==> src/rtl/pool_pkg.sv <==
// Shared constants and types for the 2x2 max-pooling scheduler.
package pool_pkg;

  localparam int PIX_MAP24     = 576;
  localparam int OUTS_MAP24    = 144;
  localparam int PIX_MAP8      = 64;
  localparam int OUTS_MAP8     = 16;
  localparam int DRAIN_MAX_DEF = 64;
  localparam int MAX_CH_DEF    = 16;

  typedef enum logic [2:0] {IDLE, STREAM, DRAIN, NEXT, FIN} state_t;

  function automatic int pix_of(input logic mode);
    return mode ? PIX_MAP8 : PIX_MAP24;
  endfunction

  function automatic int outs_of(input logic mode);
    return mode ? OUTS_MAP8 : OUTS_MAP24;
  endfunction

endpackage

==> src/rtl/pool_scheduler_if.sv <==
// Feature-RAM read, pooling-core and output-RAM write signals of the scheduler.
interface pool_scheduler_if #(
  parameter int DW  = 8,
  parameter int RAW = 14,
  parameter int WAW = 12
);
  logic           rd_en;
  logic [RAW-1:0] rd_addr;
  logic [DW-1:0]  rd_data;
  logic           pool_ivalid;
  logic           pool_state;
  logic [DW-1:0]  pool_din;
  logic           pool_ovalid;
  logic [DW-1:0]  pool_dout;
  logic           wr_en;
  logic [WAW-1:0] wr_addr;
  logic [DW-1:0]  wr_data;

  modport master (
    output rd_en, rd_addr, pool_ivalid, pool_state, pool_din, wr_en, wr_addr, wr_data,
    input  rd_data, pool_ovalid, pool_dout
  );

  modport slave (
    input  rd_en, rd_addr, pool_ivalid, pool_state, pool_din, wr_en, wr_addr, wr_data,
    output rd_data, pool_ovalid, pool_dout
  );
endinterface

==> src/rtl/pool_wr_agu.sv <==
// Output-RAM write path: write pointer, per-channel output count and wr_* registers.
module pool_wr_agu #(
  parameter int DW  = 8,
  parameter int WAW = 12,
  parameter int OCW = 8
) (
  input  logic           clk,
  input  logic           rstn,
  input  logic           clr_ptr,
  input  logic           clr_cnt,
  input  logic           accept,
  input  logic           ovalid,
  input  logic [DW-1:0]  dout,
  output logic [OCW-1:0] out_cnt,
  output logic           wr_en,
  output logic [WAW-1:0] wr_addr,
  output logic [DW-1:0]  wr_data
);

  logic [WAW-1:0] ptr;
  logic           take;

  assign take = accept && ovalid;

  // wr_addr trails the pointer by one cycle, so it shows the next free slot once writes stop.
  always_ff @(posedge clk or negedge rstn) begin
    if (!rstn) begin
      ptr     <= '0;
      out_cnt <= '0;
      wr_en   <= 1'b0;
      wr_addr <= '0;
      wr_data <= '0;
    end else begin
      wr_en <= take;
      if (take) wr_data <= dout;
      if (clr_ptr) begin
        ptr     <= '0;
        wr_addr <= '0;
      end else begin
        wr_addr <= ptr;
        if (take) ptr <= ptr + 1'b1;
      end
      // A result arriving in the clearing cycle still counts toward the new channel.
      if (clr_cnt)   out_cnt <= OCW'(take);
      else if (take) out_cnt <= out_cnt + 1'b1;
    end
  end

endmodule

==> src/rtl/pool_scheduler.sv <==
// Sequences the 2x2 max-pooling core over a multi-channel feature map, channel by channel.
module pool_scheduler
  import pool_pkg::*;
#(
  parameter int DW        = 8,
  parameter int RAW       = 14,
  parameter int WAW       = 12,
  parameter int MAX_CH    = MAX_CH_DEF,
  parameter int DRAIN_MAX = DRAIN_MAX_DEF
) (
  input  logic                 clk,
  input  logic                 rstn,
  input  logic                 start,
  input  logic                 mode,
  input  logic [4:0]           num_ch,
  input  logic                 hold,
  output logic                 busy,
  output logic                 done,
  output logic                 err,
  pool_scheduler_if.master     bus
);

  localparam int PCW = $clog2(PIX_MAP24 + 1);
  localparam int OCW = $clog2(OUTS_MAP24 + 1);
  localparam int TW  = $clog2(DRAIN_MAX + 1);

  if (MAX_CH * PIX_MAP24 > 2 ** RAW) begin : g_raw_chk
    $error("RAW too narrow for MAX_CH channels of the 24x24 map");
  end

  state_t         state, state_nxt;
  logic           mode_q, ivalid_q, err_q;
  logic [4:0]     num_ch_q, ch_cnt;
  logic [PCW-1:0] pix_cnt;
  logic [TW-1:0]  tmr;
  logic [RAW-1:0] rd_addr_q;
  logic [OCW-1:0] out_cnt;
  logic           accept, rd_fire, drain_done, timeout, ch_last;

  assign accept     = (state == IDLE) && start;
  assign rd_fire    = (state == STREAM) && !hold;
  assign drain_done = (state == DRAIN) && (out_cnt >= OCW'(outs_of(mode_q)));
  assign timeout    = (state == DRAIN) && !drain_done && (tmr == TW'(DRAIN_MAX - 1));
  assign ch_last    = (ch_cnt + 5'd1) == num_ch_q;

  // NOTE: every output of a combinational block gets a default first, otherwise a latch is inferred.
  always_comb begin
    state_nxt = state;
    case (state)
      IDLE:    if (start) state_nxt = STREAM;
      STREAM:  if (rd_fire && pix_cnt == PCW'(pix_of(mode_q) - 1)) state_nxt = DRAIN;
      DRAIN:   if (drain_done) state_nxt = NEXT;
               else if (timeout) state_nxt = FIN;
      NEXT:    state_nxt = ch_last ? FIN : STREAM;
      FIN:     state_nxt = IDLE;
      default: state_nxt = IDLE;
    endcase
  end

  // NOTE: registers use non-blocking assignments so all flops update from pre-edge values.
  always_ff @(posedge clk or negedge rstn) begin
    if (!rstn) state <= IDLE;
    else       state <= state_nxt;
  end

  always_ff @(posedge clk or negedge rstn) begin
    if (!rstn) begin
      mode_q    <= 1'b0;
      num_ch_q  <= 5'd0;
      ch_cnt    <= 5'd0;
      pix_cnt   <= '0;
      tmr       <= '0;
      rd_addr_q <= '0;
      ivalid_q  <= 1'b0;
      err_q     <= 1'b0;
    end else begin
      ivalid_q <= rd_fire;
      if (accept) begin
        mode_q    <= mode;
        num_ch_q  <= (num_ch == 5'd0) ? 5'd1 : num_ch;
        ch_cnt    <= 5'd0;
        pix_cnt   <= '0;
        tmr       <= '0;
        rd_addr_q <= '0;
        err_q     <= 1'b0;
      end
      if (rd_fire) begin
        rd_addr_q <= rd_addr_q + 1'b1;
        pix_cnt   <= pix_cnt + 1'b1;
      end
      if (state == DRAIN) tmr <= tmr + 1'b1;
      if (timeout) err_q <= 1'b1;
      // Read address keeps running across channels; only per-channel counters restart.
      if (state == NEXT) begin
        pix_cnt <= '0;
        tmr     <= '0;
        ch_cnt  <= ch_cnt + 5'd1;
      end
    end
  end

  assign busy            = (state == STREAM) || (state == DRAIN) || (state == NEXT);
  assign done            = (state == FIN);
  assign err             = err_q;
  assign bus.rd_en       = rd_fire;
  assign bus.rd_addr     = rd_addr_q;
  assign bus.pool_ivalid = ivalid_q;
  assign bus.pool_state  = mode_q;
  assign bus.pool_din    = ivalid_q ? bus.rd_data : '0;

  pool_wr_agu #(.DW(DW), .WAW(WAW), .OCW(OCW)) u_wr_agu (
    .clk     (clk),
    .rstn    (rstn),
    .clr_ptr (accept),
    .clr_cnt (accept || (state == NEXT)),
    .accept  (busy),
    .ovalid  (bus.pool_ovalid),
    .dout    (bus.pool_dout),
    .out_cnt (out_cnt),
    .wr_en   (bus.wr_en),
    .wr_addr (bus.wr_addr),
    .wr_data (bus.wr_data)
  );

endmodule

==> src/flat_wrapper.sv <==
// flat-port wrapper written by rule: the top's interface ports become plain ports
module pool_scheduler_flat import pool_pkg::*;
#(
  parameter int DW        = 8,
  parameter int RAW       = 14,
  parameter int WAW       = 12,
  parameter int MAX_CH    = MAX_CH_DEF,
  parameter int DRAIN_MAX = DRAIN_MAX_DEF
)
  (clk, rstn, start, mode, num_ch, hold, busy, done, err, bus_rd_en, bus_rd_addr, bus_pool_ivalid, bus_pool_state, bus_pool_din, bus_wr_en, bus_wr_addr, bus_wr_data, bus_rd_data, bus_pool_ovalid, bus_pool_dout);
  pool_scheduler_if #(.DW(DW), .RAW(RAW), .WAW(WAW)) bus_i ();
  input  logic clk;
  input  logic rstn;
  input  logic start;
  input  logic mode;
  input  logic [4:0] num_ch;
  input  logic hold;
  output logic busy;
  output logic done;
  output logic err;
  output wire logic [$bits(bus_i.rd_en)-1:0] bus_rd_en;
  output wire logic [$bits(bus_i.rd_addr)-1:0] bus_rd_addr;
  output wire logic [$bits(bus_i.pool_ivalid)-1:0] bus_pool_ivalid;
  output wire logic [$bits(bus_i.pool_state)-1:0] bus_pool_state;
  output wire logic [$bits(bus_i.pool_din)-1:0] bus_pool_din;
  output wire logic [$bits(bus_i.wr_en)-1:0] bus_wr_en;
  output wire logic [$bits(bus_i.wr_addr)-1:0] bus_wr_addr;
  output wire logic [$bits(bus_i.wr_data)-1:0] bus_wr_data;
  input wire logic [$bits(bus_i.rd_data)-1:0] bus_rd_data;
  input wire logic [$bits(bus_i.pool_ovalid)-1:0] bus_pool_ovalid;
  input wire logic [$bits(bus_i.pool_dout)-1:0] bus_pool_dout;
  assign bus_rd_en = bus_i.rd_en;
  assign bus_rd_addr = bus_i.rd_addr;
  assign bus_pool_ivalid = bus_i.pool_ivalid;
  assign bus_pool_state = bus_i.pool_state;
  assign bus_pool_din = bus_i.pool_din;
  assign bus_wr_en = bus_i.wr_en;
  assign bus_wr_addr = bus_i.wr_addr;
  assign bus_wr_data = bus_i.wr_data;
  assign bus_i.rd_data = bus_rd_data;
  assign bus_i.pool_ovalid = bus_pool_ovalid;
  assign bus_i.pool_dout = bus_pool_dout;
  pool_scheduler #(.DW(DW), .RAW(RAW), .WAW(WAW), .MAX_CH(MAX_CH), .DRAIN_MAX(DRAIN_MAX)) u_core (.clk(clk), .rstn(rstn), .start(start), .mode(mode), .num_ch(num_ch), .hold(hold), .busy(busy), .done(done), .err(err), .bus(bus_i));
endmodule
==> config.mk <==
export PLATFORM = sky130hd
export DESIGN_NAME = pool_scheduler_flat
export DESIGN_NICKNAME = d
export VERILOG_FILES = /design/src/rtl/pool_pkg.sv /design/src/rtl/pool_scheduler_if.sv /design/src/rtl/pool_wr_agu.sv /design/src/rtl/pool_scheduler.sv /design/src/flat_wrapper.sv
export SDC_FILE = /design/constraint.sdc
export NUM_CORES = 1
export LEC_CHECK = 0
export ABC_AREA = 1
export CORE_AREA = 3 3 109 111
export CTS_CLUSTER_SIZE = 25
export DETAILED_ROUTE_END_ITERATION = 8
export DIE_AREA = 0 0 112 114
export GPL_TIMING_DRIVEN = 0
export HOLD_SLACK_MARGIN = 0.08
export PLACE_DENSITY_LB_ADDON = 0.2
export SETUP_SLACK_MARGIN = 0.4
export SYNTH_ARGS = -nofsm -noshare
export SYNTH_HDL_FRONTEND = slang
export SYNTH_SLANG_ARGS = --single-unit
==> constraint.sdc <==
create_clock -name clk -period 1.6 [get_ports clk]
set_input_delay 0.48 -clock clk [delete_from_list [all_inputs] [get_ports clk]]
set_output_delay 0.48 -clock clk [all_outputs]
set_load 0.01 [all_outputs]
Word level (Yosys, flattened, before mapping)
Index checks and enable logic that the tools add are counted.
Widths: inputs -> output; s select.

word-level totals
  output and inout port bits = 49
  word-level logic and storage cells = 81
  register bits after elaboration = 88

cells by class
  add/sub/neg operators = 7
  mux-type cells = 27
  order comparisons = 1
  reductions and logical operators = 22
  equal/unequal tests = 10

operator list
  cell                   number
  $mux 10                4
  $mux 12                3
  $mux 8                 4
  $mux 14                2
  $mux 7                 3
  $mux 3                 5
  $mux 5                 3
  $add 14x1->14 const B  1
  $add 12x1->12 const B  1
  $pmux 3 s4             1
  $add 10x1->10 const B  1
  $eq 10x10->1           1
  $reduce_bool 2->1      5
  $sub 10x2->10 const B  1
  $add 8x1->8 const B    1
  $ge 8x8->1             1
  $add 7x1->7 const B    1
  $eq 7x6->1 const B     1
  $logic_and 1x1->1      7
  $eq 3x2->1 const B     2
  $reduce_bool 3->1      2
  $add 5x1->5 const B    1
  $eq 5x5->1             1
  $logic_not 5->1        1
  other kinds (9)        14

Logic depth before layout (Yosys ltp)
  depth in word-level cells = 9
  depth in mapped cells = 11
  mapped depth without buffers = 11

Modules after synthesis
From an unflattened synthesis, not the netlist that was laid out.

unflattened totals
  cell total of the unflattened synthesis = 533
  area, all modules = 4346.7 um^2

modules (own cells, without submodules)
  module          cells each  times used  area an instance (um^2)  sequential area each (um^2)
  pool_scheduler  338         1           2636.3                   1176.1
  pool_wr_agu     195         1           1710.4                   1026.0

Least setup slack after synthesis
No wires, ideal clock.

  path type = register to output
  start = register u_core.state[2]
  end = output port bus_rd_en
  required time = 1120 ps
  setup slack = 31 ps
  arrival time = 1089 ps
  cell stages (with the launch flop) = 8
  cell sequence = dfrtp_1 inv_2 nand2_1 nor2_2 nand2_2 buf_6 inv_2 buf_6

on the way
  longest elaborated chain between the ends = 2

RTL lines
  what                    line                  RTL
  start, declared         pool_scheduler.sv:31  state_t state, state_nxt;
  start signal, assigned  pool_scheduler.sv:63  else state <= state_nxt;
  $eq 3x1->1              pool_scheduler.sv:41  assign rd_fire = (state == STREAM) && !hold;
  $logic_and 1x1->1       pool_scheduler.sv:41
  end, declared           flat_wrapper.sv:21    output wire logic [$bits(bus_i.rd_en)-1:0] bus_rd_en;

No other way between the ends.

Worst setup path in the final report
  start = register u_core.state[1]
  end = output port bus_rd_en

The elaborated chain is that of the path after synthesis.

==> reports/results.ini <==
[setup_path]
worst-r2r-setup-slack_ns = -0.08
end_kind = output pin
crit_fanout = 5
cpMostUsedCell = buf_6
critical_path_class = register to output pin
critical_path.cell_chain = nor2_4 > nand2_4 > buf_8 > inv_4 > buf_6 > buf_6
cpMaxStageDelayCell = dfrtp_2
slowest_delay_ns = 0.49
cp.buffers_inverters = 4
timing.rr.start = u_core.state[1]$_DFFE_PN0P_
worstSetupStartpointType = register
crit_path_start = u_core.state[1]$_DFFE_PN0P_
worstPathRequired_ns = 1.12
crit_family = flip-flops
arrival_ns = 1.43

[synth]
synth-simple-area-share = 0.2631
synthMuxAreaShare = 0.004570
syn_area_um2 = 4380
synth_top_family_by_area = simple AND/OR/NAND/NOR gates
ys_warn_count = 0
synth_xor_area_frac = 0.02399
yosysTopAreaCellShare = 0.5027
yosysMostFrequentCell = nand2_1
syn_avg_cell_area_um2 = 8.376
synth_compound_gate_area_share = 0.09969
yosys_most_used_dff = dfrtp_1
synth_nets = 558
yosys.area.top_type = dfrtp_1
yosys.area_share.adder = 0.02285
synth_cell_types = 43
synth_area_leaders = dfrtp_1, nand2_1, inv_1, nand3_1, nor2_1
syn_inst = 523
ys_ff_latch = 88
async_reset_ff_frac = 1.000
synth_edf_count = 0
yosys-top-cells-count = nand2_1, dfrtp_1, inv_1
seq_area_frac_synth = 0.5027

[cts]
htree_levels = 3
numCtsBuffers = 9
cts.sinks = 88
root_buffer = clkbuf_8
path_clk_slew_ns = 0.09
cts_tree = yes
cts_buffer_depth = 2
clkLatencyLatePin_ns = 0.35

[grt]
grt_pass1_vias = 3880
grt_pass1_wl_um = 18000
grt_overflow = 0
grt_usage = 0.1705
antenna_found_initial = 0
grt_max_degree = 61

[power]
ir_worst_vdd_uv = 711.4
p_per_area_nw_per_um2 = 1279
pwr-share-seq = 0.370
switching_share = 0.3748
comb_power_share = 0.447
switchingPower_mw = 3.125
p_leak_nw = 3.267
pwr-share-clk = 0.183
p_int_mw = 5.213

[placement]
dp_worst_setup_slack_ns = -0.8997
dp_hpwl_um = 7079
place_congestion = 0.8023
portBuffers = 75
place_inst = 739
place_area_um2 = 5474

[timing]
period_needed_ns = 1.913
fmax_mhz = 522.6
slew_headroom = 0.7382
fin_crit_sh = 1.196
finalClockSkew_ns = 0.01007
tightest_slew_ns = 0.3927
setup_viol_count_final = 13
hold_viol_final = 0
slew_viol_final = 0
rsz0062_at_grt = yes
setup_ws_ns = -0.3133

[layout]
post-route-util = 0.5985
diodes = 0
finalInstanceArea_um2 = 6516
num-nets-final = 705
area_growth_pct = 48.76
fin_cells = 815
drive_gt1_frac = 0.3570
fillers = 926

[floorplanning]
core-area_um2 = 10890
core.rowCount = 38
dieWidth_um = 112
chipHeight_um = 114
io_pins = 76
initial_core_util = 0.4023
die-area_um2 = 12770

[detailed_routing]
via_per_inst = 4.987
wl_per_cell_um = 14.13
drtIter0Drc = 220
drc_errors = 0
drt_pre_antenna_iters = 4
ant_nets = 0
vias = 4064
wl_um = 11520

[worst_hold_path]
hold_path.class = input pin to async pin

[run]
maxCapViolCount = 0

[run_status]
outcome = complete, but fails checks
violations = negative setup slack

-- power by group through the flow --
| stage | sequential, mW | clock, mW | combinational (mW) |
|---|---|---|---|
| after floorplan | 3.19 | 0 | 1.58 |
| after global placement | 3.16 | 0 | 2.66 |
| after detailed placement | 3.17 | 0 | 2.73 |
| after CTS | 3.07 | 1.56 | 3.20 |
| after global routing | 3.16 | 1.65 | 4.08 |
| final | 3.08 | 1.52 | 3.73 |
-- metal layers --
metal  vias to the layer above  part of all wire  global-route usage
li1                       1994                 -                   -
met1                      1970              0.42              0.2065
met2                        82              0.53              0.3054
met3                        18             0.035             0.03714
met4                         0             0.018             0.05208
met5                         -                 0                   0
-- cells in the final DEF, fill, tap and decap left out, types with 5 or more instances in the layout --
cell type and instances:
o21ai_1 19, nor2_1 30, clkbuf_8 10, inv_1 60, buf_6 35, clkdlybuf4s50_1 16
nand2_2 8, a21oi_2 7, nand3_2 11, o21ai_0 13, buf_4 45, ha_1 5
nor3_4 5, dlygate4sd2_1 9, nor2_2 6, nor3_2 5, nand3_1 24, buf_2 30
nand4_1 9, nor3_1 7, dfrtp_1 81, nand2_1 113, nor2_4 6, nand3_4 5
inv_2 10, buf_8 7, nand2_4 14, xor2_1 10, dfrtp_2 7, a21oi_1 19
-- state kept, by name (all words and copies together) (netlist names), 3 cells and up --
name,count
u_core.state,3
u_core.u_wr_agu.wr_addr,12
u_core.tmr,7
u_core.u_wr_agu.ptr,12
u_core.bus.rd_addr,14
u_core.pix_cnt,10
u_core.u_wr_agu.out_cnt,8
u_core.ch_cnt,5
u_core.num_ch_q,5
u_core.u_wr_agu.wr_data,8
-- path summary, 6_finish.rpt --
check,end,depth (start not counted)
min in group clk,u_core.u_wr_agu.wr_data[0]$_DFFE_PN0P_,2
max in group asynchronous,u_core.bus.rd_addr[1]$_DFFE_PN0P_,2
worst min-delay path,u_core.u_wr_agu.wr_addr[6]$_DFF_PN0_,1
worst min register to register,u_core.u_wr_agu.wr_data[0]$_DFFE_PN0P_,2
worst max-delay path,bus_rd_en,6
worst max register to register,u_core.pix_cnt[8]$_DFFE_PN0P_,10
-- per-stage QoR --
stage | total power, mW | hold slack (ns) | TNS (ns)
3_5_place_dp | 5.894 | 0.4346 | -18.02
4_1_cts | 7.831 | 0.04401 | -2.576
3_3_place_gp | 5.819 | 0.4615 | -307.03
5_1_grt | 8.891 | 0.05703 | -3.622
6_report | 8.337 | 0.04274 | -1.237
2_1_floorplan | 4.767 | 0.1844 | 0
-- kinds of logic (layout without fill, tap and decap cells) --
kind of cell	after synthesis	count (layout)
AOI/OAI and AO/OA	77	77
xor gates and xnor gates	12	12
adders and majority gates	8	8
buffers and inverters	86	238
DFF	88	88
muxes	2	2
and+or+nand+nor	250	250
-- final cells by class --
class                           count  area (um^2)  share of cell area
Buffer                             12        153.9             0.02362
Clock buffer                       11        131.4             0.02016
Clock inverter                      5        57.56            0.008833
Inverter                           74        307.8             0.04723
Multi-Input combinational cell    349         2263              0.3474
Sequential cell                    88         2211              0.3393
Tap cell                          140        175.2             0.02688
Timing Repair Buffer              136         1216              0.1866
-- what timing repair did --
item / CTS / global route
gates cloned: 1 / 2
endpoints found under the setup margin: 137 / 137
resized for setup: 262 / 79
pin swaps: 16 / 16
setup buffers: 41 / 16
endpoints found under the hold margin: 28 / 28
Power figures use the tool's default switching activity.
==> patch: new RTL, same settings <==
Reset style: synchronous (`rstn`), changed in 3 clocked blocks.
--- a/src/rtl/pool_wr_agu.sv
+++ b/src/rtl/pool_wr_agu.sv
@@ -25,3 +25,3 @@
   // wr_addr trails the pointer by one cycle, so it shows the next free slot once writes stop.
-  always_ff @(posedge clk or negedge rstn) begin
+  always_ff @(posedge clk) begin
     if (!rstn) begin
--- a/src/rtl/pool_scheduler.sv
+++ b/src/rtl/pool_scheduler.sv
@@ -60,3 +60,3 @@
   // NOTE: registers use non-blocking assignments so all flops update from pre-edge values.
-  always_ff @(posedge clk or negedge rstn) begin
+  always_ff @(posedge clk) begin
     if (!rstn) state <= IDLE;
@@ -65,3 +65,3 @@
 
-  always_ff @(posedge clk or negedge rstn) begin
+  always_ff @(posedge clk) begin
     if (!rstn) begin
Behaviour: differs if rstn is asserted again (counterexample within 4 cycles, from zero or initial values and one cycle with rstn low); with rstn held inactive, the same outputs for 10 cycles.
==> patch against the unedited design <==
- the flow still finishes with violations (negative setup slack)
- design area grew 6.2%
- clock skew shrank 2.7 ps
- critical path depth shrank 1
- area after synthesis shrank 8.9%
- core utilization grew 3.7 points
- non-clock buffer count grew 19
- final cell count grew 4.3%
- power shrank 2.8%
- wire length grew 7.6%
- die area is the same
- clock power grew 14%
- sequential cell count is the same
- setup slack gained 240 ps
- largest power group unchanged
==> patch: results (changes against the unedited design) <==
- Status: finished, violations left
- Failing checks: negative setup slack
- Post-CTS Setup Inserts: 61 (+49%)
- FF-to-FF Start: u_core.state[0]
- Syn_area_per_cell: 7.421 um2 (-11%)
- Post-CTS resize count: 428 (+63%)
- Final setup viols: 17 (+4)
- Met1 wire length: 5.263 mm (+9.4%)
- GR Layer Usage met2: 35.25% (+4.7 points)
- Vias in the first global route: 4155 (+7.1%)
- Synth cell count leaders: nand2_1 (109), dfxtp_1 (88), inv_1 (66)
- Met1 usage: 22.58% (+1.9 points)
- Critical-path maximum fanout: 2 (-3)
- Post-layout nets: 740 (+5.0%)
- DRT iter0 DRCs: 184 (-16%)
- CP max stage cell: dfxtp_4
- Worst Setup SP: u_core.state[1]
- Detail Route met3 WL: 425 um (+4.9%)
- Grt met3 use: 2.653% (-1.1 points)
- Switching share of power: 35.66% (-1.8 points)
- Adder-cell area share of the yosys netlist: 2.507% (+0.22 points)
- Crit path DAT: 1200 ps (-230 ps)
- Static leakage: 2.751 nW (-16%)
- Clock share of power: 21.3% (+3.0 points)
- Skew-Pair Late Insertion Delay: 370 ps (+20 ps)
- Largest net degree at the start of global routing: 16 (-74%)
- R2r endpoint: u_core.bus.rd_addr[1]
- Global-route wire length before repair: 20.01 mm (+11%)
- Post-DR wirelength/cell: 14.58 um (+3.2%)
- Layout cells sized above 1: 52.39% (+17 points)
- Setup TNS: -603.4 ps (+633.4 ps)
- Placed Instances: 753 (+1.9%)
- Post-synth cell types: 42 (-2.3%)
- Global Route Usage Sum: 18.95% (+1.9 points)
- Fin Hold WS: 466.7 ps (+424.0 ps)
- Vias/cell: 4.975 (-0.22%)
- Post-route setup slack: -77.08 ps (+236.3 ps)
- Post-Synth XOR/XNOR Area: 0.8775% (-1.5 points)
- Dpl ws: -810.8 ps (+88.94 ps)
- Finished Layout Cells: 850 (+4.3%)
- Clk_skew: 7.354 ps (-2.719 ps)
- Syn_nets: 573 (+2.7%)
- Placed Area: 5101 um2 (-6.8%)
==> patch: changes by cell type after synthesis, moves of 5 or more <==
cell | unedited run | this run
o22ai_1 | 6 | 0
o21ai_0 | 26 | 34
o21ai_1 | 7 | 0
dfrtp_1 | 88 | 0
a21oi_1 | 26 | 57
nand2_1 | 128 | 109
xor2_1 | 10 | 3
dfxtp_1 | 0 | 88
nor3_2 | 7 | 2
nor2_1 | 37 | 58
nand2_2 | 7 | 2
==> patch: stage by stage <==
step | total power (W) | utilization [%]
2_1_floorplan | 0.003762 | -
3_3_place_gp | 0.004345 | 46.85
3_5_place_dp | 0.004382 | 46.85
4_1_cts | 0.007646 | 59.63
5_1_grt | 0.008495 | 63.55
6_report | 0.008106 | 63.55
==> patch: final cells by class <==
type                    count  area, um2
well taps                 140      175.2
flip-flops and latches     88       1843
inverters                  75      339.1
repair buffers            155       1607
clock buffers              10      127.6
multi-input cells         363       2569
clock inverters             6      90.09
fillers                   871       3969
repair inverters            1      16.27
plain buffers              12      152.6
